### config.mk
export PLATFORM = sky130hd
export DESIGN_NAME = ptl_link_arbiter_flat
export DESIGN_NICKNAME = d
export VERILOG_FILES = /design/src/rtl/ptl_arb_pkg.sv /design/src/rtl/ptl_link_arbiter_if.sv /design/src/rtl/ptl_link_arbiter_rr_picker.sv /design/src/rtl/ptl_link_arbiter.sv /design/src/flat_wrapper.sv
export SDC_FILE = /design/constraint.sdc
export NUM_CORES = 1
export LEC_CHECK = 0
export CAP_MARGIN = 20
export CORE_MARGIN = 2
export CORE_UTILIZATION = 55
export DETAILED_ROUTE_END_ITERATION = 6
export HOLD_SLACK_MARGIN = 0.12
export PLACE_DENSITY = 0.88
export SYNTH_ARGS = -nofsm -noshare
export SYNTH_HDL_FRONTEND = slang
export SYNTH_SLANG_ARGS = --single-unit
### constraint.sdc
create_clock -name clk -period 4.85 [get_ports clk]
set_input_delay 0.97 -clock clk [delete_from_list [all_inputs] [get_ports clk]]
set_output_delay 0.97 -clock clk [all_outputs]
set_load 0.05 [all_outputs]
### src/rtl/ptl_arb_pkg.sv
// Shared definitions for the PTL link arbiter family.
//   arb_state_t     : arbiter FSM encoding (IDLE/FIRE/HOLD)
//   INFLIGHT_W      : width of the unacknowledged-pulse counter
//   PTL_ARB_RANGE_CHECK(lbl, val, lo, hi) : elaboration-time parameter guard,
//                     used at module scope; stops elaboration when out of range.
`ifndef PTL_ARB_RANGE_CHECK
`define PTL_ARB_RANGE_CHECK(lbl, val, lo, hi) \
  if (((val) < (lo)) || ((val) > (hi))) begin : lbl \
    $error("ptl_link_arbiter: parameter out of range"); \
  end
`endif

package ptl_arb_pkg;

  typedef enum logic [1:0] {
    ST_IDLE = 2'd0,
    ST_FIRE = 2'd1,
    ST_HOLD = 2'd2
  } arb_state_t;

  localparam int INFLIGHT_W = 4;

endpackage

### src/rtl/ptl_link_arbiter_if.sv
// Request/grant/launch bundle between the requesters, the arbiter and the
// PTL driver/receiver.
//   req      : per-requester level request (held until granted)
//   rx_ack   : one-cycle pulse, a pulse arrived at the link receiver
//   gnt      : one-hot grant, only during the launch cycle
//   gnt_idx  : granted index, driver mux select
//   ptl_fire : one-cycle launch strobe
// master = arbiter side, slave = requester/link side.
interface ptl_link_arbiter_if #(
  parameter int N = 4
);
  localparam int IW = $clog2(N);

  logic [N-1:0]  req;
  logic          rx_ack;
  logic [N-1:0]  gnt;
  logic [IW-1:0] gnt_idx;
  logic          ptl_fire;

  modport master (input req, rx_ack, output gnt, gnt_idx, ptl_fire);
  modport slave  (output req, rx_ack, input gnt, gnt_idx, ptl_fire);
endinterface

### src/rtl/ptl_link_arbiter_rr_picker.sv
// Combinational round-robin picker: first asserted req at index >= ptr,
// wrapping modulo N.
//   req    : request vector
//   ptr    : starting index (highest priority)
//   any    : at least one request asserted
//   winner : selected index (0 when any==0)
module rr_picker #(
  parameter int N  = 4,
  parameter int IW = $clog2(N)
) (
  input  logic [N-1:0]  req,
  input  logic [IW-1:0] ptr,
  output logic          any,
  output logic [IW-1:0] winner
);

  // Scan from lowest priority to highest so the last hit is the winner.
  always_comb begin
    any    = 1'b0;
    winner = '0;
    for (int k = N - 1; k >= 0; k--) begin
      if (req[(int'(ptr) + k) % N]) begin
        any    = 1'b1;
        winner = IW'((int'(ptr) + k) % N);
      end
    end
  end

endmodule

### src/rtl/ptl_link_arbiter.sv
// Shares one single-pulse PTL link between N requesters. Round-robin grant,
// one pulse per grant, minimum SPACING cycles between pulses, at most
// MAX_INFLIGHT unacknowledged pulses, watchdog on missing receiver acks.
//   clk, rst_n     : clock, async active-low reset
//   en             : arbitration enable (gates only the IDLE decision)
//   err_clr        : clears the sticky error flags
//   bus            : req/rx_ack in, gnt/gnt_idx/ptl_fire out
//   inflight       : unacknowledged pulse count
//   busy           : FSM active or pulses outstanding
//   err_underflow  : sticky, rx_ack with nothing in flight
//   err_timeout    : sticky, no rx_ack for TIMEOUT cycles while in flight
module ptl_link_arbiter
  import ptl_arb_pkg::*;
#(
  parameter int N            = 4,
  parameter int SPACING      = 3,
  parameter int MAX_INFLIGHT = 2,
  parameter int TIMEOUT      = 64
) (
  input  logic                  clk,
  input  logic                  rst_n,
  input  logic                  en,
  input  logic                  err_clr,
  ptl_link_arbiter_if.master    bus,
  output logic [INFLIGHT_W-1:0] inflight,
  output logic                  busy,
  output logic                  err_underflow,
  output logic                  err_timeout
);

  localparam int IW = $clog2(N);
  localparam int HW = $clog2(SPACING);
  localparam int WW = $clog2(TIMEOUT);

  `PTL_ARB_RANGE_CHECK(chk_n, N, 2, 16)
  `PTL_ARB_RANGE_CHECK(chk_spacing, SPACING, 2, 65535)
  `PTL_ARB_RANGE_CHECK(chk_inflight, MAX_INFLIGHT, 1, 15)
  `PTL_ARB_RANGE_CHECK(chk_timeout, TIMEOUT, 2, 65535)

  arb_state_t    state, state_nxt;
  logic [IW-1:0] win, win_nxt;
  logic [IW-1:0] rr_ptr, rr_ptr_nxt;
  logic [HW-1:0] hold_cnt, hold_nxt;
  logic [WW-1:0] wdog, wdog_nxt;
  logic [INFLIGHT_W-1:0] infl_nxt;
  logic          pick_any;
  logic [IW-1:0] pick_idx;
  logic          fire, ack, uf_evt, to_evt;

  rr_picker #(.N(N), .IW(IW)) u_picker (
    .req    (bus.req),
    .ptr    (rr_ptr),
    .any    (pick_any),
    .winner (pick_idx)
  );

  always_ff @(posedge clk or negedge rst_n) begin
    if (!rst_n) begin
      state    <= ST_IDLE;
      win      <= '0;
      rr_ptr   <= '0;
      hold_cnt <= '0;
    end else begin
      state    <= state_nxt;
      win      <= win_nxt;
      rr_ptr   <= rr_ptr_nxt;
      hold_cnt <= hold_nxt;
    end
  end

  // Winner is latched on leaving IDLE so a req drop during FIRE cannot
  // cancel the launch.
  always_comb begin
    state_nxt  = state;
    win_nxt    = win;
    rr_ptr_nxt = rr_ptr;
    hold_nxt   = hold_cnt;
    case (state)
      ST_IDLE: begin
        if (en && pick_any && (int'(inflight) < MAX_INFLIGHT)) begin
          win_nxt   = pick_idx;
          state_nxt = ST_FIRE;
        end
      end
      ST_FIRE: begin
        rr_ptr_nxt = (win == IW'(N - 1)) ? '0 : win + 1'b1;
        if (SPACING > 2) begin
          state_nxt = ST_HOLD;
          hold_nxt  = HW'(SPACING - 2);
        end else begin
          state_nxt = ST_IDLE;
        end
      end
      ST_HOLD: begin
        if (hold_cnt <= HW'(1)) state_nxt = ST_IDLE;
        else                    hold_nxt  = hold_cnt - 1'b1;
      end
      default: state_nxt = ST_IDLE;
    endcase
  end

  always_comb begin
    fire         = (state == ST_FIRE);
    bus.ptl_fire = fire;
    bus.gnt      = fire ? (N'(1) << win) : '0;
    bus.gnt_idx  = fire ? win : '0;
    busy         = (state != ST_IDLE) || (inflight != '0);
  end

  // Credit and watchdog. A timeout discards all outstanding pulses, but a
  // launch in the same cycle still counts as one new pulse in flight.
  always_comb begin
    ack    = bus.rx_ack;
    uf_evt = ack && !fire && (inflight == '0);
    to_evt = (inflight != '0) && !ack && (wdog == WW'(TIMEOUT - 1));

    infl_nxt = inflight;
    if (fire && !ack)                          infl_nxt = inflight + 1'b1;
    else if (ack && !fire && inflight != '0)   infl_nxt = inflight - 1'b1;
    if (to_evt) infl_nxt = fire ? INFLIGHT_W'(1) : '0;

    if ((inflight == '0) || ack || to_evt) wdog_nxt = '0;
    else                                   wdog_nxt = wdog + 1'b1;
  end

  always_ff @(posedge clk or negedge rst_n) begin
    if (!rst_n) begin
      inflight      <= '0;
      wdog          <= '0;
      err_underflow <= 1'b0;
      err_timeout   <= 1'b0;
    end else begin
      inflight      <= infl_nxt;
      wdog          <= wdog_nxt;
      err_underflow <= uf_evt || (err_underflow && !err_clr);
      err_timeout   <= to_evt || (err_timeout && !err_clr);
    end
  end

endmodule

### src/flat_wrapper.sv
// flat-port wrapper written by rule: the top's interface ports become plain ports
module ptl_link_arbiter_flat import ptl_arb_pkg::*;
#(
  parameter int N            = 4,
  parameter int SPACING      = 3,
  parameter int MAX_INFLIGHT = 2,
  parameter int TIMEOUT      = 64
)
  (clk, rst_n, en, err_clr, inflight, busy, err_underflow, err_timeout, bus_req, bus_rx_ack, bus_gnt, bus_gnt_idx, bus_ptl_fire);
  ptl_link_arbiter_if #(.N(N)) bus_i ();
  input  logic clk;
  input  logic rst_n;
  input  logic en;
  input  logic err_clr;
  output logic [INFLIGHT_W-1:0] inflight;
  output logic busy;
  output logic err_underflow;
  output logic err_timeout;
  input wire logic [$bits(bus_i.req)-1:0] bus_req;
  input wire logic [$bits(bus_i.rx_ack)-1:0] bus_rx_ack;
  output wire logic [$bits(bus_i.gnt)-1:0] bus_gnt;
  output wire logic [$bits(bus_i.gnt_idx)-1:0] bus_gnt_idx;
  output wire logic [$bits(bus_i.ptl_fire)-1:0] bus_ptl_fire;
  assign bus_i.req = bus_req;
  assign bus_i.rx_ack = bus_rx_ack;
  assign bus_gnt = bus_i.gnt;
  assign bus_gnt_idx = bus_i.gnt_idx;
  assign bus_ptl_fire = bus_i.ptl_fire;
  ptl_link_arbiter #(.N(N), .SPACING(SPACING), .MAX_INFLIGHT(MAX_INFLIGHT), .TIMEOUT(TIMEOUT)) u_core (.clk(clk), .rst_n(rst_n), .en(en), .err_clr(err_clr), .bus(bus_i), .inflight(inflight), .busy(busy), .err_underflow(err_underflow), .err_timeout(err_timeout));
endmodule
==> qor.yml, run 1 <==
ys_types: 40
powerDensity_nw_per_um2: 480
slew_headroom_pct: 40.1
status: "completed"
drc: 0
wl_microns: 2970
finalCritPeriodShare_pct: 70.6
crit_fanout: 12
p_int_w: 0.000386
synth_area_leader_cell: "dfrtp_1"
final_nets: 171
p_clk_share_pct: 11.2
cts_hold_buf: 0
grt_max_degree: 21
clk_pin_slew_worst_paths_ps: 110
place_area_sq_um: 1500
tritoncts: "built"
min_path_type: "flip-flop to flip-flop"
ir_worst_vdd_uv: 276
fmax_mhz: 292
ys_seq_area_share_pct: 39.7
leakagePower_nw: 0.683
synth_cells: 129
synth-edff-count: 0
ys_ff_latch: 20
dieArea_sq_um: 2690
n_antenna_cell: 0
drtPass1Iterations: 4
cts_sinks: 20
post_cts_resized: 0
yosys-top-cells-area: "dfrtp_1, ha_1, mux2i_1"
yosysMostFrequentCell: "dfrtp_1"
synth_common_cells: "dfrtp_1, nand2_1, nor2_1"
cp-start-kind: "flip-flop"
die_x_microns: 51.9
p_sw_w: 0.000345
io-pin-count: 23
swShare_pct: 47.2
post_cts_buffers: 0
ant_nets: 0
root_buffer: "clkbuf_4"
criticalPathCategory: "flip-flop to output port"
via_per_inst: 5.97
synth_fp_nets: 147
drive_gt1_share_pct: 7.95
die_y_microns: 51.9
start_util_pct: 57.5
path_cells: "nand2b_1, inv_2, and2_1, clkdlybuf4s50_1"
synth_flop_cell: "dfrtp_1"
grt_pass1_wl_microns: 4890
tightest_slew_ps: 896
synth_top_cell_area_share_pct: 39.7
syn2layout_area_growth_pct: 21.0
cpMaxStageDelayCell: "clkdlybuf4s50_1"
min_period_ps: 3430
crit_path_max_incr_delay_ps: 810
globalRouteTotalUtil_pct: 24.9
drt_iter0_drc: 25
core_sq_um: 2190
report.final.hold_viol_count: 0
htreeDepth: 1
numCtsBuffers: 3
worstPathArrival_ps: 2460
syn_area_sq_um: 1260
gp_congestion: 0.789
rsz0062_at_grt: "no"
overflow: 0
cp_data_required_time_ps: 3880
dpl.hpwl_microns: 2150
max_cap_violations: 0
critPathBufInv: 2
ctsLongestPathBuffers: 2
post-route-util_pct: 69.6
p_comb_share_pct: 50.0
port_buffers: 22
fill_cells: 178
yosys_warnings: 0
fin_tns_setup_ps: 0
post_drt_wl_per_cell_microns: 16.6
insertion_delay_ps: 310
antenna_found_initial: 0
avgSynthCellArea_sq_um: 9.77
power.total_w: 0.000731
seqPwrFrac_pct: 38.8
critPathCaptureType: "output port"
drv_slew: 0
setup_viol: 0
critPathTopFamily: "buffers and inverters"
dr_total_vias: 1069
synth-async-reset-ratio_pct: 100
finalInstanceArea_sq_um: 1520
skew_ps: 2.43
grt_pass1_vias: 1127
placementRows: 17
-- final timing paths --
check / endpoint / slack [ps] / startpoint / cells past startpoint
max: bus_gnt[3] / 1420 / u_core.state[1] / 4
min: u_core.wdog[0] / 480 / u_core.wdog[0] / 1
max reg2reg: u_core.inflight[3] / 2200 / u_core.state[1] / 8
min reg2reg: u_core.wdog[0] / 480 / u_core.wdog[0] / 1
max in group asynchronous: u_core.win[0] / 3150 / rst_n / 1
min in group asynchronous: u_core.err_timeout / 1150 / rst_n / 1
-- cell families after synthesis --
| family | synth area share [%] |
|---|---|
| AND/OR/NAND/NOR | 23.3 |
| AO/OA/AOI/OAI | 13.5 |
| flip-flops | 39.7 |
| buffers and inverters | 4.07 |
| adder cells (fa/ha/maj) | 9.53 |
| multiplexers | 5.66 |
| XOR/XNOR | 4.17 |
-- metal layers --
metal	vias up	track usage [%]	wire [microns]	share of wire, %
met1	512	27.1	1190	40
met5	-	0	0	0
li1	503	-	-	-
met2	41	45.8	1540	52
met3	13	3.74	142	4.8
met4	0	13.2	95	3.2
-- power groups by stage --
stage	logic, W	clock network (W)	registers, W
2_1_floorplan	0.000200	0	0.000329
3_3_place_gp	0.000340	0	0.000281
3_5_place_dp	0.000360	0	0.000285
4_1_cts	0.000364	0.0000815	0.000282
5_1_grt	0.000401	0.0000846	0.000290
6_report	0.000365	0.0000818	0.000284
-- final cells by class --
class,instances,area [sq um],area share [%]
multi-input combinational,96,708,46.5
sequential,20,500,32.8
timing repair buffer,22,220,14.4
inverter,10,37.5,2.46
tap,28,35.0,2.30
clock buffer,3,22.5,1.48
-- metrics by stage --
step | cells | worst slack, ps | hold WS (ps)
finish | 179 | 1420 | 482
global route | 179 | 1380 | 497
CTS | 179 | 1450 | 484
detailed placement | 176 | 1620 | 467
global placement | 176 | 1750 | 460
floorplan | 129 | 2350 | 431
-- sequential cells by signal, indices dropped and copies added, names as in the netlist --
register / flops
u_core.inflight: 4
u_core.wdog: 6
u_core.win: 2
u_core.state: 2
u_core.err_underflow: 1
u_core.err_timeout: 1
u_core.rr_ptr: 2
u_core.hold_cnt: 2
-- worst register-to-register path, stage by stage, from the launching register on --
cell and delay (ps):
dfrtp_1 440, nand2b_1 400, inv_2 320, nand2b_1 200, ha_1 380, a21oi_1 280, a31oi_1 170, a221oi_2 220
o211ai_1 120
-- placed cells by master (no fill, tap or decap) --
master            n
nor4b_2           1
inv_1             9
a21oi_1           7
inv_2             1
fa_1              1
nand2_4           1
and3_1            1
nand2_1          10
and2_1            6
nor4_1            2
nor4_4            1
a31oi_1           1
xnor2_1           3
o21a_1            2
ha_1              8
o21ai_0           1
clkbuf_4          3
o211ai_1          1
o21ai_1           1
a221oi_2          2
nand3b_1          1
nand3_1           4
nand3_2           1
o31ai_1           1
o221ai_1          1
o22ai_1           4
and4_1            1
nand2b_1          5
clkdlybuf4s50_1  22
o32ai_1           1
or4_4             1
mux2i_1           6
a21o_1            1
mux2_2            1
or3_1             1
xor2_1            3
nor2_1           10
dfrtp_1          20
nor3_1            4
a2111oi_0         1
No activity file was read; power rests on OpenSTA's default activity.
==> inputs of run 2 (changes only) <==
--- a/config.mk
+++ b/config.mk
@@ -7,10 +7,10 @@
 export LEC_CHECK = 0
 export CAP_MARGIN = 20
 export CORE_MARGIN = 2
-export CORE_UTILIZATION = 55
+export CORE_UTILIZATION = 46
 export DETAILED_ROUTE_END_ITERATION = 6
 export HOLD_SLACK_MARGIN = 0.12
-export PLACE_DENSITY = 0.88
+export PLACE_DENSITY = 0.79
 export SYNTH_ARGS = -nofsm -noshare
 export SYNTH_HDL_FRONTEND = slang
 export SYNTH_SLANG_ARGS = --single-unit
==> constraint.sdc (replaced) <==
create_clock -name clk -period 2.85 [get_ports clk]
set_input_delay 0.57 -clock clk [delete_from_list [all_inputs] [get_ports clk]]
set_output_delay 0.57 -clock clk [all_outputs]
set_load 0.05 [all_outputs]
==> qor.yml, run 2 (synthesized netlist as in run 1, its figures left out) <==
status: "completed"
final_cell_mix: "clkdlybuf4s50_1, dfrtp_1, nor2_1, nand2_1, inv_1"
drv_slew: 0  # unchanged
post_drt_wl_per_cell_microns: 14.2  # -14%
cp_data_required_time_ps: 2280  # -1600 ps
min_period_ps: 2630
syn2layout_area_growth_pct: 22.9
fmax_mhz: 381
placedCellCount: 181  # +2.8%
fin_ws_ps: 225  # -1200 ps
dr_total_vias: 1044  # -2.3%
insertion_delay_ps: 300  # about the same
via_per_inst: 5.67  # -5.0%
fin_tns_setup_ps: 0  # unchanged
timing.rr.start: "u_core.state[1]"
hold_start: "u_core.wdog[0]"
core_sq_um: 2540  # +16%
ir_worst_vdd_uv: 573  # +110%
setup_viol: 0  # unchanged
drive_gt1_share_pct: 9.74  # +1.8 points
max_cap_violations: 0  # unchanged
rr_endpoint: "u_core.inflight[3]"
drtPass1Iterations: 6  # +2
grt_max_degree: 21  # unchanged
antenna_found_initial: 0  # unchanged
placementRows: 18  # +1
final_common_cell: "clkdlybuf4s50_1"
root_buffer: "clkbuf_4"
final_cells: 184  # +2.8%
rsz0062_at_grt: "no"
min_path_cells: 1  # unchanged
skew_ps: 2.82  # +0.387 ps
post_cts_resized: 0  # unchanged
report.final.hold_viol_count: 0  # unchanged
criticalPathCategory: "flip-flop to output port"
grt_pass1_wl_microns: 4660  # -4.8%
overflow: 0  # unchanged
numCtsBuffers: 3  # unchanged
dieArea_sq_um: 3170  # +18%
post_cts_buffers: 0  # unchanged
start_util_pct: 49.5  # -8.0 points
critPathCaptureType: "output port"
finalCritPeriodShare_pct: 92.1
htreeDepth: 1  # unchanged
dp_slack_ps: 432  # -1180 ps
ctsLongestPathBuffers: 2  # unchanged
whs_endpoint: "u_core.wdog[0]"
globalRouteTotalUtil_pct: 18.3  # -6.6 points
largest_register_ff_count: 6  # unchanged
leakagePower_nw: 0.698  # +2.1%
dpl.hpwl_microns: 2000  # -6.9%
gp_congestion: 0.802  # +1.6%
wl_microns: 2620  # -12%
cts_sinks: 20  # unchanged
slew_headroom_pct: 37.1  # -3.0 points
die_y_microns: 56.3  # +8.6%
holdWs_ps: 464  # -17.8 ps
powerDensity_nw_per_um2: 790  # +65%
reg_top3: "u_core.wdog: 6 flops, u_core.inflight: 4 flops"
clk_pin_slew_worst_paths_ps: 110  # about the same
drc: 0  # unchanged
ant_nets: 0  # unchanged
final_nets: 174  # +1.8%
cp-start-kind: "flip-flop"
cts_hold_buf: 0  # unchanged
drt_iter0_drc: 29  # +16%
r2r_cells: 8  # unchanged
regMostFlops: "u_core.wdog"
tritoncts: "built"
r2r_slack_ps: 670  # -1530 ps
crit_fanout: 12  # unchanged
min_path_type: "flip-flop to flip-flop"
tightest_slew_ps: 941  # +44.7 ps
worstPathArrival_ps: 2060  # -400 ps
io-pin-count: 23  # unchanged
grt_pass1_vias: 1019  # -9.6%
die_x_microns: 56.3  # +8.6%
port_buffers: 22  # unchanged
n_antenna_cell: 0  # unchanged
## run 2: cell count changes in the layout (fill, tap and decap cells not counted)
cell / delta
buf_4: +3
## run 2: worst max-delay path, stage by stage, from the launching register on
cell and delay (ps):
dfrtp_1 430, nand2b_1 180, inv_2 190, and2_1 160, clkdlybuf4s50_1 800
## run 2: per-layer routing
| layer | global-route usage (%) | vias to the layer above | share of wire (%) |
|---|---|---|---|
| met2 | 29.1 | 31 | 46 |
| met1 | 26.0 | 501 | 47 |
| met3 | 3.23 | 6 | 5.0 |
| met5 | 0 | - | 0 |
| li1 | - | 506 | - |
| met4 | 4.08 | 0 | 1.1 |
## run 2: cell type report
class / instances / area [sq um]
fill: 219 / 996
multi-input combinational: 96 / 708
sequential: 20 / 500
timing repair buffer: 25 / 243
inverter: 10 / 37.5
tap: 30 / 37.5
clock buffer: 3 / 22.5
## run 2: power by group
group | switching, W | total (W) | internal (W)
combinational | 0.000356 | 0.000609 | 0.000253
sequential | 0.000122 | 0.000480 | 0.000358
clock | 0.0000852 | 0.000134 | 0.0000492
total | 0.000563 | 0.00122 | 0.000660
## run 2: through the flow
step,util [%],power (W),area [sq um]
finish,60.9,0.00122,1550
global placement,60.0,0.00106,1530
CTS,60.9,0.00123,1550
global route,60.9,0.00132,1550
floorplan,-,0.000901,1260
detailed placement,60.0,0.00109,1530
## run 2: how the worst max path moves through the flow
stage                             startpoint            endpoint  slack (ps)
after floorplan           u_core.inflight[1]                busy         750
after global placement            bus_rx_ack  u_core.inflight[3]         510
after detailed placement          bus_rx_ack  u_core.inflight[2]         430
after CTS                    u_core.state[1]          bus_gnt[2]         210
after global routing         u_core.state[1]          bus_gnt[2]         110
final                        u_core.state[1]          bus_gnt[2]         220
